===== src/rtl/supv_pkg.sv =====
// Shared types and defaults for the balance supervisor: state encoding,
// settle/overspeed sample counts and shutdown timer widths.
package supv_pkg;

    typedef enum logic [2:0] {
        OFF    = 3'd0,
        SETTLE = 3'd1,
        RUN    = 3'd2,
        WARN   = 3'd3,
        SHUTDN = 3'd4
    } supv_state_t;

    localparam int SETTLE_SMPLS_DEF = 64;
    localparam int FAST_SMPLS_DEF   = 8;
    localparam int TMR_W_SIM        = 10;
    localparam int TMR_W_FULL       = 20;

endpackage


===== src/rtl/sup_tmr.sv =====
// Saturating up-counter with synchronous clear (dominant over enable) and a
// flag that is high while the count equals LIMIT.
module sup_tmr #(
    parameter int             W     = 8,
    parameter logic [W-1:0]   LIMIT = '1
) (
    input  logic clk,
    input  logic rst,
    input  logic clr,
    input  logic en,
    output logic full
);

    logic [W-1:0] cnt;

    always_ff @(posedge clk or posedge rst) begin
        if (rst) begin
            cnt <= '0;
        end else if (clr) begin
            cnt <= '0;
        end else if (en && !(&cnt)) begin
            cnt <= cnt + 1'b1;
        end
    end

    assign full = (cnt == LIMIT);

endmodule


===== src/rtl/balance_supervisor.sv =====
// Supervisory FSM sequencing balance_cntrl: power-on settle, overspeed warning,
// deferred power-down until the rider has stepped off, and battery warning.
module balance_supervisor
    import supv_pkg::*;
#(
    parameter int SETTLE_SMPLS = SETTLE_SMPLS_DEF,
    parameter int FAST_SMPLS   = FAST_SMPLS_DEF,
    parameter bit fast_sim     = 1'b0
) (
    input  logic       clk,
    input  logic       rst,
    input  logic       pwr_req,
    input  logic       vld,
    input  logic       rider_off,
    input  logic       too_fast,
    input  logic       batt_low,
    output logic       pwr_up,
    output logic       steer_allow,
    output logic       ovr_spd,
    output logic       batt_warn,
    output logic [2:0] state
);

    localparam int TMR_W = fast_sim ? TMR_W_SIM : TMR_W_FULL;

    supv_state_t state_q, state_d;
    logic scnt_last, fcnt_last, tmr_full;
    logic to_off, scnt_clr, fcnt_clr, tmr_clr;

    always_ff @(posedge clk or posedge rst) begin
        if (rst) state_q <= OFF;
        else     state_q <= state_d;
    end

    always_comb begin
        state_d = state_q;
        case (state_q)
            OFF: begin
                if (pwr_req && !batt_low) state_d = SETTLE;
            end
            SETTLE: begin
                if (pwr_req || tmr_full)                    state_d = OFF;
                else if (vld && !rider_off && scnt_last)    state_d = RUN;
            end
            RUN: begin
                if (pwr_req)                                state_d = rider_off ? OFF : SHUTDN;
                else if (tmr_full)                          state_d = OFF;
                else if (vld && too_fast && fcnt_last)      state_d = WARN;
            end
            WARN: begin
                if (pwr_req)                                state_d = rider_off ? OFF : SHUTDN;
                else if (tmr_full)                          state_d = OFF;
                else if (vld && !too_fast)                  state_d = RUN;
            end
            SHUTDN: begin
                if (pwr_req)                                state_d = RUN;
                else if (tmr_full)                          state_d = OFF;
            end
            default: state_d = OFF;
        endcase
    end

    // Counters only run in the states that use them; landing in OFF wipes all three.
    assign to_off   = (state_d == OFF);
    assign scnt_clr = to_off || (state_q != SETTLE) || rider_off;
    assign fcnt_clr = to_off || !((state_q == RUN) || (state_q == WARN)) || (vld && !too_fast);
    assign tmr_clr  = to_off || (state_q == OFF) || !rider_off || ((state_q == SHUTDN) && pwr_req);

    sup_tmr #(.W(7), .LIMIT(7'(SETTLE_SMPLS - 1))) u_scnt (
        .clk  (clk),
        .rst  (rst),
        .clr  (scnt_clr),
        .en   (vld),
        .full (scnt_last)
    );

    sup_tmr #(.W(4), .LIMIT(4'(FAST_SMPLS - 1))) u_fcnt (
        .clk  (clk),
        .rst  (rst),
        .clr  (fcnt_clr),
        .en   (vld && too_fast),
        .full (fcnt_last)
    );

    sup_tmr #(.W(TMR_W)) u_tmr (
        .clk  (clk),
        .rst  (rst),
        .clr  (tmr_clr),
        .en   (1'b1),
        .full (tmr_full)
    );

    // Outputs are decoded from the registered state, so they trail it by one clk.
    always_ff @(posedge clk or posedge rst) begin
        if (rst) begin
            pwr_up      <= 1'b0;
            steer_allow <= 1'b0;
            ovr_spd     <= 1'b0;
            batt_warn   <= 1'b0;
        end else begin
            pwr_up      <= (state_q != OFF);
            steer_allow <= (state_q == RUN);
            ovr_spd     <= (state_q == WARN);
            batt_warn   <= batt_low && pwr_up;
        end
    end

    assign state = state_q;

endmodule


===== config.mk =====
export PLATFORM = sky130hd
export DESIGN_NAME = balance_supervisor
export DESIGN_NICKNAME = d
export VERILOG_FILES = /design/src/rtl/supv_pkg.sv /design/src/rtl/sup_tmr.sv /design/src/rtl/balance_supervisor.sv
export SDC_FILE = /design/constraint.sdc
export NUM_CORES = 1
export LEC_CHECK = 0
export ABC_AREA = 0
export BUFFER_PORTS_ARGS = -buffer_cell sky130_fd_sc_hd__buf_2
export CORE_MARGIN = 2
export CORE_UTILIZATION = 45
export CTS_CLUSTER_DIAMETER = 150
export DETAILED_ROUTE_END_ITERATION = 10
export PLACE_DENSITY = 0.62
export SYNTH_ARGS = -nofsm -noshare
export SYNTH_HDL_FRONTEND = slang
export SYNTH_SLANG_ARGS = --single-unit

===== constraint.sdc =====
create_clock -name clk -period 4.25 [get_ports clk]
set_input_delay 0.2125 -clock clk [delete_from_list [all_inputs] [get_ports clk]]
set_output_delay 0.2125 -clock clk [all_outputs]
set_load 0.05 [all_outputs]

==> metrics.yaml, run 1 <==
yosys:
  synth_area_sq_mm: 0.00201
  ys_types: 43
  synth_enable_flop_cells: 0
  postSynthAreaPerCell_sq_um: 9.56
  ys_async_sr_fraction_pct: 100
  ys.warnings.count: 0
  ys.flop_type: "dfrtp_1"
  netlist_instances: 210
  ys_ff_latch: 38
  seq_area_frac_synth_pct: 47.4
  synth_nets: 220
sta:
  final.setup.tns_ns: 0
  post-route-period-util_pct: 60.3
  rsz0062_at_grt: "false"
  hold_viol_final: 0
  post-route-min-period_ns: 2.56
  whs_ns: 0.00363
  relSlewSlack_pct: 44.0
  clock.fmax_mhz: 390
  slew_violations: 0
  finClkSkew_ns: 0.00912
  setup_viol: 0
  tightest_slew_ns: 0.835
cells_and_area:
  nets: 237
  syn_to_final_growth_pct: 10.8
  drive_gt1_share_pct: 13.6
  postLayoutCoreUtil_pct: 51.4
  antenna_cells: 0
worst_setup_path:
  worstSetupPathType: "flop to flop"
  path_max_fanout: 16
  critPathLaunchType: "flop"
  max_stage_delay_ns: 0.72
  crit_chain: "ha_1 -> nand3_1 -> nor3_2 -> nand2_1 -> o211ai_1 -> nor2_1"
  arrival_ns: 2.74
  cp-end-kind: "flop"
  slowest_stage: "nor3_2"
  crit_required_ns: 4.43
floorplan:
  die_w_um: 70.8
  dieHeight_um: 70.8
  rows: 24
  dieArea_sq_mm: 0.00501
  core_area_sq_mm: 0.00432
  start_util_pct: 46.4
  ios: 14
clocking:
  ctsHtreeMaxLevel: 2
  clk_pin_slew_worst_paths_ns: 0.08
  ctsResizeCount: 0
  insertion_delay_ns: 0.30
  cts_root_buffer: "clkbuf_8"
  cts_sinks: 38
  cts_tree: "done"
  post_cts_buffers: 0
  cts.path.max_buffers: 2
  cts_inserted_buffers: 5
  cts_hold_buf: 0
drt:
  wl_per_cell_um: 13.8
  drc_errors: 0
  dr.pass1.iters: 5
  antenna_left: 0
  vias: 1508
  drt_iter0_markers: 63
  drt-total-wl_um: 3880
  viasPerCell: 5.39
global_route:
  grt_max_degree: 39
  grt_pass1_wl_um: 6800
  grt_overflow: 0
  antenna_found_initial: 0
  grt_pass1_vias: 1479
  grt_use_total_pct: 17.1
pwr:
  intPower_uw: 510
  powerDensity_mw_per_mm2: 308
  power.leakage_nw: 0.901
  combPwrFrac_pct: 7.7
  seqPwrFrac_pct: 53.9
  switching_power_uw: 176
  power_frac_clock_pct: 38.4
  p_total_uw: 686
  switching_share_pct: 25.7
  irDropWorstVdd_mv: 0.128
run:
  maxCapViolations: 0
placed_design:
  gp_congestion: 0.769
  dp_hpwl_um: 2660
  port_buffers: 13
run_status:
  status: "finished, final reports clean"
hold_path:
  hp-class: "primary input to async pin"
==> synth_stat cells, types with 2 or more instances <==
master | n | share of area [%]
ha_1 | 3 | 1.9
a21oi_1 | 7 | 1.7
nand3_1 | 11 | 2.7
nand4_1 | 8 | 2.5
nand3b_1 | 2 | 0.75
dfrtp_1 | 38 | 47
mux2i_1 | 3 | 1.5
buf_2 | 4 | 1.0
o21ai_0 | 6 | 1.5
a21oi_2 | 2 | 0.87
inv_1 | 6 | 1.1
nor3_2 | 2 | 1.0
a31oi_1 | 2 | 0.62
or3_1 | 3 | 0.93
nand2_1 | 14 | 2.6
nor3b_1 | 2 | 0.75
xor2_1 | 7 | 3.1
a41oi_1 | 2 | 0.87
xnor2_1 | 15 | 6.5
nor2b_1 | 3 | 0.93
and2_1 | 4 | 1.2
and4_1 | 3 | 1.3
a2111oi_0 | 4 | 1.7
a211oi_1 | 2 | 0.75
nor2_1 | 39 | 7.3
==> sequential cells by signal (all words and copies together) (netlist names) <==
name and flops:
u_tmr.cnt 20, u_scnt.cnt 7, u_fcnt.cnt 4, state 3, batt_warn 1, ovr_spd 1
pwr_up 1, steer_allow 1
==> critical path, delay by kind of cell, from the launching register on <==
| kind | cells | cell delay [ns] |
|---|---|---|
| and+or+nand+nor | 4 | 1.36 |
| DFF | 1 | 0.44 |
| AOI/OAI and AO/OA | 1 | 0.43 |
| adders and majority gates | 1 | 0.20 |
==> power groups by stage <==
stage	sequential (mW)	combinational [mW]	clock, mW
5_1_grt	0.371	0.0583	0.288
3_5_place_dp	0.378	0.0533	0
4_1_cts	0.370	0.0535	0.274
2_1_floorplan	0.389	0.0250	0
6_report	0.370	0.0526	0.263
3_3_place_gp	0.378	0.0536	0
==> final timing paths <==
| check | startpoint | end | slack, ns | cells after the start |
|---|---|---|---|---|
| max | u_tmr.cnt[0] | u_fcnt.cnt[3] | 1.69 | 6 |
| min | rst | pwr_up | 0.004 | 3 |
| max reg2reg | u_tmr.cnt[0] | u_fcnt.cnt[3] | 1.69 | 6 |
| min reg2reg | pwr_up | batt_warn | 0.48 | 1 |
| max in group asynchronous | rst | u_tmr.cnt[16] | 3.91 | 3 |
| min in group clk | batt_low | batt_warn | 0.14 | 2 |
==> layout make-up <==
class	instances	area, sq um
Fill cell	422	2100
Clock inverter	2	12.5
Sequential cell	38	951
Multi-Input combinational cell	161	1010
Timing Repair Buffer	15	80.1
Inverter	6	22.5
Clock buffer	6	82.6
Tap cell	52	65.1
==> routing by layer <==
layer	share of wire (%)	wire length, um	global-route usage [%]	vias to the layer above
met5	0	0	0	-
met3	2.7	106	4.84	2
li1	-	-	-	782
met4	0.54	21	6.29	0
met2	44	1700	25.6	21
met1	53	2050	23.7	703
==> cells by family (layout without fill, tap and decap cells) <==
logic type | after synthesis | in the layout | share of synthesized area [%]
simple gates | 99 | 99 | 25.2
flops | 38 | 38 | 47.4
compound gates | 34 | 34 | 12.1
xor+xnor | 22 | 22 | 9.60
buf+inv | 11 | 29 | 2.31
fa+ha+maj | 3 | 3 | 1.87
mux | 3 | 3 | 1.50
==> placed cells by master (no fill, tap or decap), types with 2 or more instances in the layout <==
cell	n
nor2_1	39
dfrtp_1	38
xnor2_1	15
nand2_1	14
buf_2	13
nand3_1	11
nand4_1	8
a21oi_1	7
xor2_1	7
inv_1	6
clkbuf_8	6
o21ai_0	5
and2_1	4
a2111oi_0	4
and4_1	3
nor2b_1	3
or3_1	3
mux2i_1	3
ha_1	3
a31oi_1	2
nor3_2	2
nand3b_1	2
a41oi_1	2
a211oi_1	2
a21oi_2	2
nor3b_1	2
buf_4	2
==> per-stage QoR <==
stage	cells	area, sq um	setup WS [ns]
floorplan	210	2010	2.43
global placement	272	2130	1.84
detailed placement	272	2130	1.73
CTS	280	2220	1.70
global route	280	2220	1.44
finish	280	2220	1.69
Note: power is estimated with default switching activity, not from simulation.
==> inputs of run 2 (changes only) <==
- ABC_AREA: 0 -> 1
- PLACE_DENSITY: 0.62 -> 0.65
- clock period: 4.25 -> 2.3 ns (I/O delays scaled with it)
==> run 2 against run 1 <==
  * Power grew 96%
  * Combinational power is 110% higher
  * Sequential cell count stayed put
  * Wire length up 2.6%
  * Die area up 5.0%
  * Critical path depth rose by 5
  * Area after synthesis increased by 5.3%
  * Setup slack lost 1.3 ns
  * Worst hold slack better by 0.029 ns
  * Sequential power grew 84%
  * Critical path type unchanged
  * Largest power group unchanged
==> metrics.yaml, run 2 <==
worst_setup_path:
  max_stage_delay_ns: 0.39
  slowest_stage: "dfrtp_1"
  reg2reg_depth: 11
  reg2reg_setup_slack_ns: 0.40
  startpoint: "u_fcnt.cnt[0]"
  cp-end-kind: "flop"
  cp-endpoint: "u_tmr.cnt[2]"
  arrival_ns: 2.08
  r2r_end: "u_tmr.cnt[2]"
  critPathLaunchType: "flop"
  path_max_fanout: 20
  crit_required_ns: 2.48
  reg2reg_from: "u_fcnt.cnt[0]"
  worstSetupPathType: "flop to flop"
  crit_chain: "ha_1 -> nand2_1 -> nor3_1 -> nand3_1 -> nand2_1 -> inv_1 -> a21oi_4 -> nand2_2 -> nand2_2 -> buf_12 -> nor2_1"
sta:
  rsz0062_at_grt: "false"
  whs_ns: 0.0321
  relSlewSlack_pct: 67.7
  post-route-period-util_pct: 82.7
  setup_viol: 0
  post-route-min-period_ns: 1.90
  hold_viol_final: 0
  finClkSkew_ns: 0.00683
  tightest_slew_ns: 0.485
  finalWorstSetupSlack_ns: 0.398
  slew_violations: 0
  clock.fmax_mhz: 526
  final.setup.tns_ns: 0
drt:
  drt_iter0_markers: 128
  wl_per_cell_um: 11.9
  drt-total-wl_um: 3980
  viasPerCell: 4.83
  vias: 1609
  drc_errors: 0
  dr.pass1.iters: 4
  antenna_left: 0
yosys:
  synth_nets: 269
  ys_top_cells_by_area: "dfrtp_1 45%, nand2_1 8.7%, nor2_1 8.3%"
  ys.flop_type: "dfrtp_1"
  synth_xor_area_share_pct: 9.53
  netlist_instances: 259
  synth_enable_flop_cells: 0
  ys_async_sr_fraction_pct: 100
  synth_top_area_share_pct: 45.0
  synth_area_sq_mm: 0.00211
  synthSimpleGateAreaFrac_pct: 33.0
  synth_most_common_cell: "nand2_1"
  postSynthAreaPerCell_sq_um: 8.16
  synth_top_family_by_area: "simple AND/OR/NAND/NOR gates"
  ys_ff_latch: 38
  ys_types: 26
  seq_area_frac_synth_pct: 45.0
  post-synth-top-area-cell: "dfrtp_1"
  synth_compound_area_share_pct: 3.49
  synthTopCellsByCount: "49 x nand2_1, 47 x nor2_1, 38 x dfrtp_1"
  synthAdderAreaFrac_pct: 1.78
  ys.warnings.count: 0
  muxShareOfSynthArea_pct: 0.473
cells_and_area:
  largest_register_ffs: 20
  final_cell_mix: "49 x nand2_1, 47 x nor2_1, 38 x dfrtp_1"
  syn_to_final_growth_pct: 12.0
  drive_gt1_share_pct: 17.4
  top_register: "u_tmr.cnt"
  antenna_cells: 0
  nets: 290
  top_regs: "u_tmr.cnt: 20 flops, u_scnt.cnt: 7 flops, u_fcnt.cnt: 4 flops"
  final_common_cell: "nand2_1"
clocking:
  cts.path.max_buffers: 2
  cts_tree: "done"
  ctsResizeCount: 0
  post_cts_buffers: 0
  ctsHtreeMaxLevel: 2
  insertion_delay_ns: 0.29
  cts_sinks: 38
  cts_inserted_buffers: 5
  cts_hold_buf: 1
  clk_pin_slew_worst_paths_ns: 0.08
  cts_root_buffer: "clkbuf_8"
hold_path:
  hp-class: "primary input to flop"
floorplan:
  start_util_pct: 47.6
  dieHeight_um: 72.6
  rows: 24
  core_area_sq_mm: 0.00444
  die_w_um: 72.6
  dieArea_sq_mm: 0.00526
  ios: 14
global_route:
  grt_pass1_vias: 1578
  antenna_found_initial: 0
  grt_pass1_wl_um: 7130
  grt_overflow: 0
  grt_max_degree: 39
  grt_use_total_pct: 17.4
placed_design:
  dp_hpwl_um: 2940
  gp_congestion: 0.839
  pre_cts_ws_ns: 0.401
  port_buffers: 13
pwr:
  irDropWorstVdd_mv: 0.289
  intPower_mw: 1.02
  seqPwrFrac_pct: 50.8
  combPwrFrac_pct: 8.1
  power_frac_clock_pct: 41.1
  powerDensity_mw_per_mm2: 567
  switching_power_uw: 320
  switching_share_pct: 23.8
  power.leakage_nw: 1.09
run_status:
  status: "finished, final reports clean"
run:
  maxCapViolations: 0
-- run 2: logic make-up (layout without fill, tap and decap cells) --
| group | after synthesis | in the layout |
|---|---|---|
| xor+xnor | 23 | 23 |
| buf+inv | 34 | 56 |
| mux | 1 | 1 |
| compound gates | 11 | 11 |
| fa+ha+maj | 3 | 3 |
| simple gates | 149 | 149 |
| flops | 38 | 38 |
-- run 2: routing by layer --
layer,up-vias,global-route usage [%],wire length [um]
met3,5,3.33,112
met1,739,25.6,2120
met5,-,0,0
met2,17,25.3,1680
met4,0,6.79,61
li1,848,-,-
-- run 2: per-stage QoR --
stage               power (mW)  cell area [sq um]  std cells  utilization, %
global route              1.40               2370        333            53.3
detailed placement       0.803               2250        324            50.6
floorplan                0.773               2110        259               -
global placement         0.804               2250        324            50.6
CTS                       1.37               2370        333            53.3
finish                    1.34               2370        333            53.3
-- run 2: worst min path at each step --
stage	startpoint	cells after the start	end
floorplan	batt_low	2	batt_warn
global route	batt_low	3	batt_warn
CTS	batt_low	3	batt_warn
global placement	rst	3	u_tmr.cnt[3]
detailed placement	rst	3	u_tmr.cnt[1]
finish	batt_low	3	batt_warn
-- run 2: layout make-up --
cell class                      count  area, sq um
Fill cell                         442         2080
Multi-Input combinational cell    187         1020
Sequential cell                    38          951
Inverter                           32          120
Timing Repair Buffer               16          103
Clock buffer                        5         68.8
Tap cell                           52         65.1
Clock inverter                      3         40.0
-- run 2: worst max-delay path, delay by kind of cell, from the launching register on --
family / cells / cell delay (ns)
flip-flops: 1 / 0.39
AO/OA/AOI/OAI: 1 / 0.16
adder cells (fa/ha/maj): 1 / 0.18
AND/OR/NAND/NOR: 7 / 0.85
buffers and inverters: 2 / 0.22
-- run 2: power by group through the flow --
| stage | Clock, mW | Sequential, mW | Combinational, mW |
|---|---|---|---|
| floorplan | 0 | 0.716 | 0.0569 |
| global placement | 0 | 0.695 | 0.109 |
| detailed placement | 0 | 0.695 | 0.109 |
| CTS | 0.577 | 0.681 | 0.111 |
| global route | 0.593 | 0.683 | 0.125 |
| finish | 0.552 | 0.682 | 0.109 |
==> inputs of run 3 (changes only) <==
- ABC_AREA: 1 -> 0
- PLACE_DENSITY: 0.65 -> 0.62
- clock period: 2.3 -> 1.95 ns (I/O delays scaled with it)
==> run 3 against run 2 <==
  * Combinational power up 10%
  * Critical path type unchanged
  * Highest routed layer unchanged
  * Via count down 1.6%
  * Setup slack worse by 0.29 ns
  * Clock power down 6.5%
  * Design area down 2.7%
  * Critical path depth down 5
==> metrics.yaml, run 3 (synthesized netlist as in run 1, its figures left out) <==
sta:
  setup_viol: 0
  clock.fmax_mhz: 543
  relSlewSlack_pct: 62.0
  tightest_slew_ns: 0.565
  whs_ns: 0.0294
  hold_viol_final: 0
  slew_violations: 0
  post-route-period-util_pct: 94.5
  final.setup.tns_ns: 0
  post-route-min-period_ns: 1.84
  rsz0062_at_grt: "false"
  finClkSkew_ns: 0.0123
worst_setup_path:
  crit_required_ns: 2.17
  critPathLaunchType: "flop"
  cp-end-kind: "flop"
  worstSetupPathType: "flop to flop"
  path_max_fanout: 5
  arrival_ns: 2.06
  reg2reg_depth: 6
  r2r_end: "u_tmr.cnt[17]"
  reg2reg_from: "u_tmr.cnt[0]"
  reg2reg_setup_slack_ns: 0.11
drt:
  drt-total-wl_um: 3940
  dr.pass1.iters: 5
  vias: 1584
  drc_errors: 0
  antenna_left: 0
  wl_per_cell_um: 13.6
  viasPerCell: 5.46
  drt_iter0_markers: 113
hold_path:
  hold_path_end: "batt_warn"
  whs_path_depth: 2
  worstHoldStart: "batt_low"
  hp-class: "primary input to flop"
cells_and_area:
  syn_to_final_growth_pct: 14.8
  final_cell_mix: "39 x nor2_1, 38 x dfrtp_1, 15 x xnor2_1"
  top_register: "u_tmr.cnt"
  antenna_cells: 0
  top_regs: "u_tmr.cnt: 20 flops, u_scnt.cnt: 7 flops, u_fcnt.cnt: 4 flops"
  final_common_cell: "nor2_1"
  drive_gt1_share_pct: 17.2
  nets: 248
  fin_area_sq_mm: 0.00230
  largest_register_ffs: 20
run_status:
  status: "finished, final reports clean"
pwr:
  powerDensity_mw_per_mm2: 626
  power.leakage_nw: 0.947
  irDropWorstVdd_mv: 0.460
placed_design:
  port_buffers: 13
  gp_congestion: 0.818
  place_area_sq_mm: 0.00220
  dp_hpwl_um: 2810
clocking:
  ctsHtreeMaxLevel: 2
  cts_sinks: 38
  cts_tree: "done"
  post_cts_buffers: 0
  cts_root_buffer: "clkbuf_8"
  cts.path.max_buffers: 2
  cts_inserted_buffers: 5
  clk_pin_slew_worst_paths_ns: 0.08
  insertion_delay_ns: 0.30
floorplan:
  dieArea_sq_mm: 0.00501
  die_w_um: 70.8
  core_area_sq_mm: 0.00432
  ios: 14
  dieHeight_um: 70.8
  start_util_pct: 46.4
  rows: 24
global_route:
  grt_pass1_wl_um: 6910
  grt_overflow: 0
  grt_use_total_pct: 17.5
  grt_max_degree: 39
  antenna_found_initial: 0
  grt_pass1_vias: 1531
run:
  maxCapViolations: 0
-- run 3: area by class of cell --
type                            count  area [sq um]
Tap cell                           52          65.1
Inverter                            6          22.5
Fill cell                         417          2020
Clock inverter                      1          7.51
Clock buffer                        6          72.6
Multi-Input combinational cell    161          1020
Sequential cell                    38           951
Timing Repair Buffer               26           165
-- run 3: stage by stage --
step / setup slack [ns] / cells / util, % / power [mW]
2_1_floorplan: 0.126 / 210 / - / 0.903
3_3_place_gp: 0.122 / 282 / 51.0 / 0.941
3_5_place_dp: 0.0710 / 282 / 51.0 / 0.941
4_1_cts: 0.0392 / 290 / 53.1 / 1.46
5_1_grt: 0.00659 / 290 / 53.3 / 1.50
6_report: 0.108 / 290 / 53.3 / 1.44
-- run 3: repair_timing --
item                                   in CTS  in global routing
hold buffers                                1                  0
resized for setup                           0                  3
setup endpoints to repair                   0                 15
endpoints found under the hold margin      38                  0
-- run 3: power breakdown --
part	internal [mW]	switching (mW)	total [mW]	leakage [nW]
Sequential	0.797	0.00936	0.806	0.528
Combinational	0.0346	0.0856	0.120	0.382
Clock	0.245	0.271	0.516	0.0373
-- run 3: layer usage --
metal  vias up  wire, um  GRT usage [%]
li1        802         -              -
met2        35      1630           25.9
met5         -         0              0
met4         0       102           8.18
met1       737      2020           24.4
met3        10       185           4.42
-- run 3: how the worst max path moves through the flow --
stage                 start            end  slack, ns
2_1_floorplan  u_tmr.cnt[0]  u_tmr.cnt[17]       0.13
3_3_place_gp   u_tmr.cnt[0]  u_tmr.cnt[17]       0.12
3_5_place_dp   u_tmr.cnt[0]  u_tmr.cnt[17]       0.07
4_1_cts        u_tmr.cnt[0]  u_tmr.cnt[17]       0.04
5_1_grt        u_tmr.cnt[4]  u_tmr.cnt[19]      0.007
6_report       u_tmr.cnt[0]  u_tmr.cnt[17]       0.11
-- run 3: worst max-delay path: stages (launching register included) --
cell	delay, ns
dfrtp_1	0.39
ha_1	0.22
nand3_2	0.12
nor4_1	0.10
a2111o_1	0.46
or3_1	0.33
a21oi_2	0.13
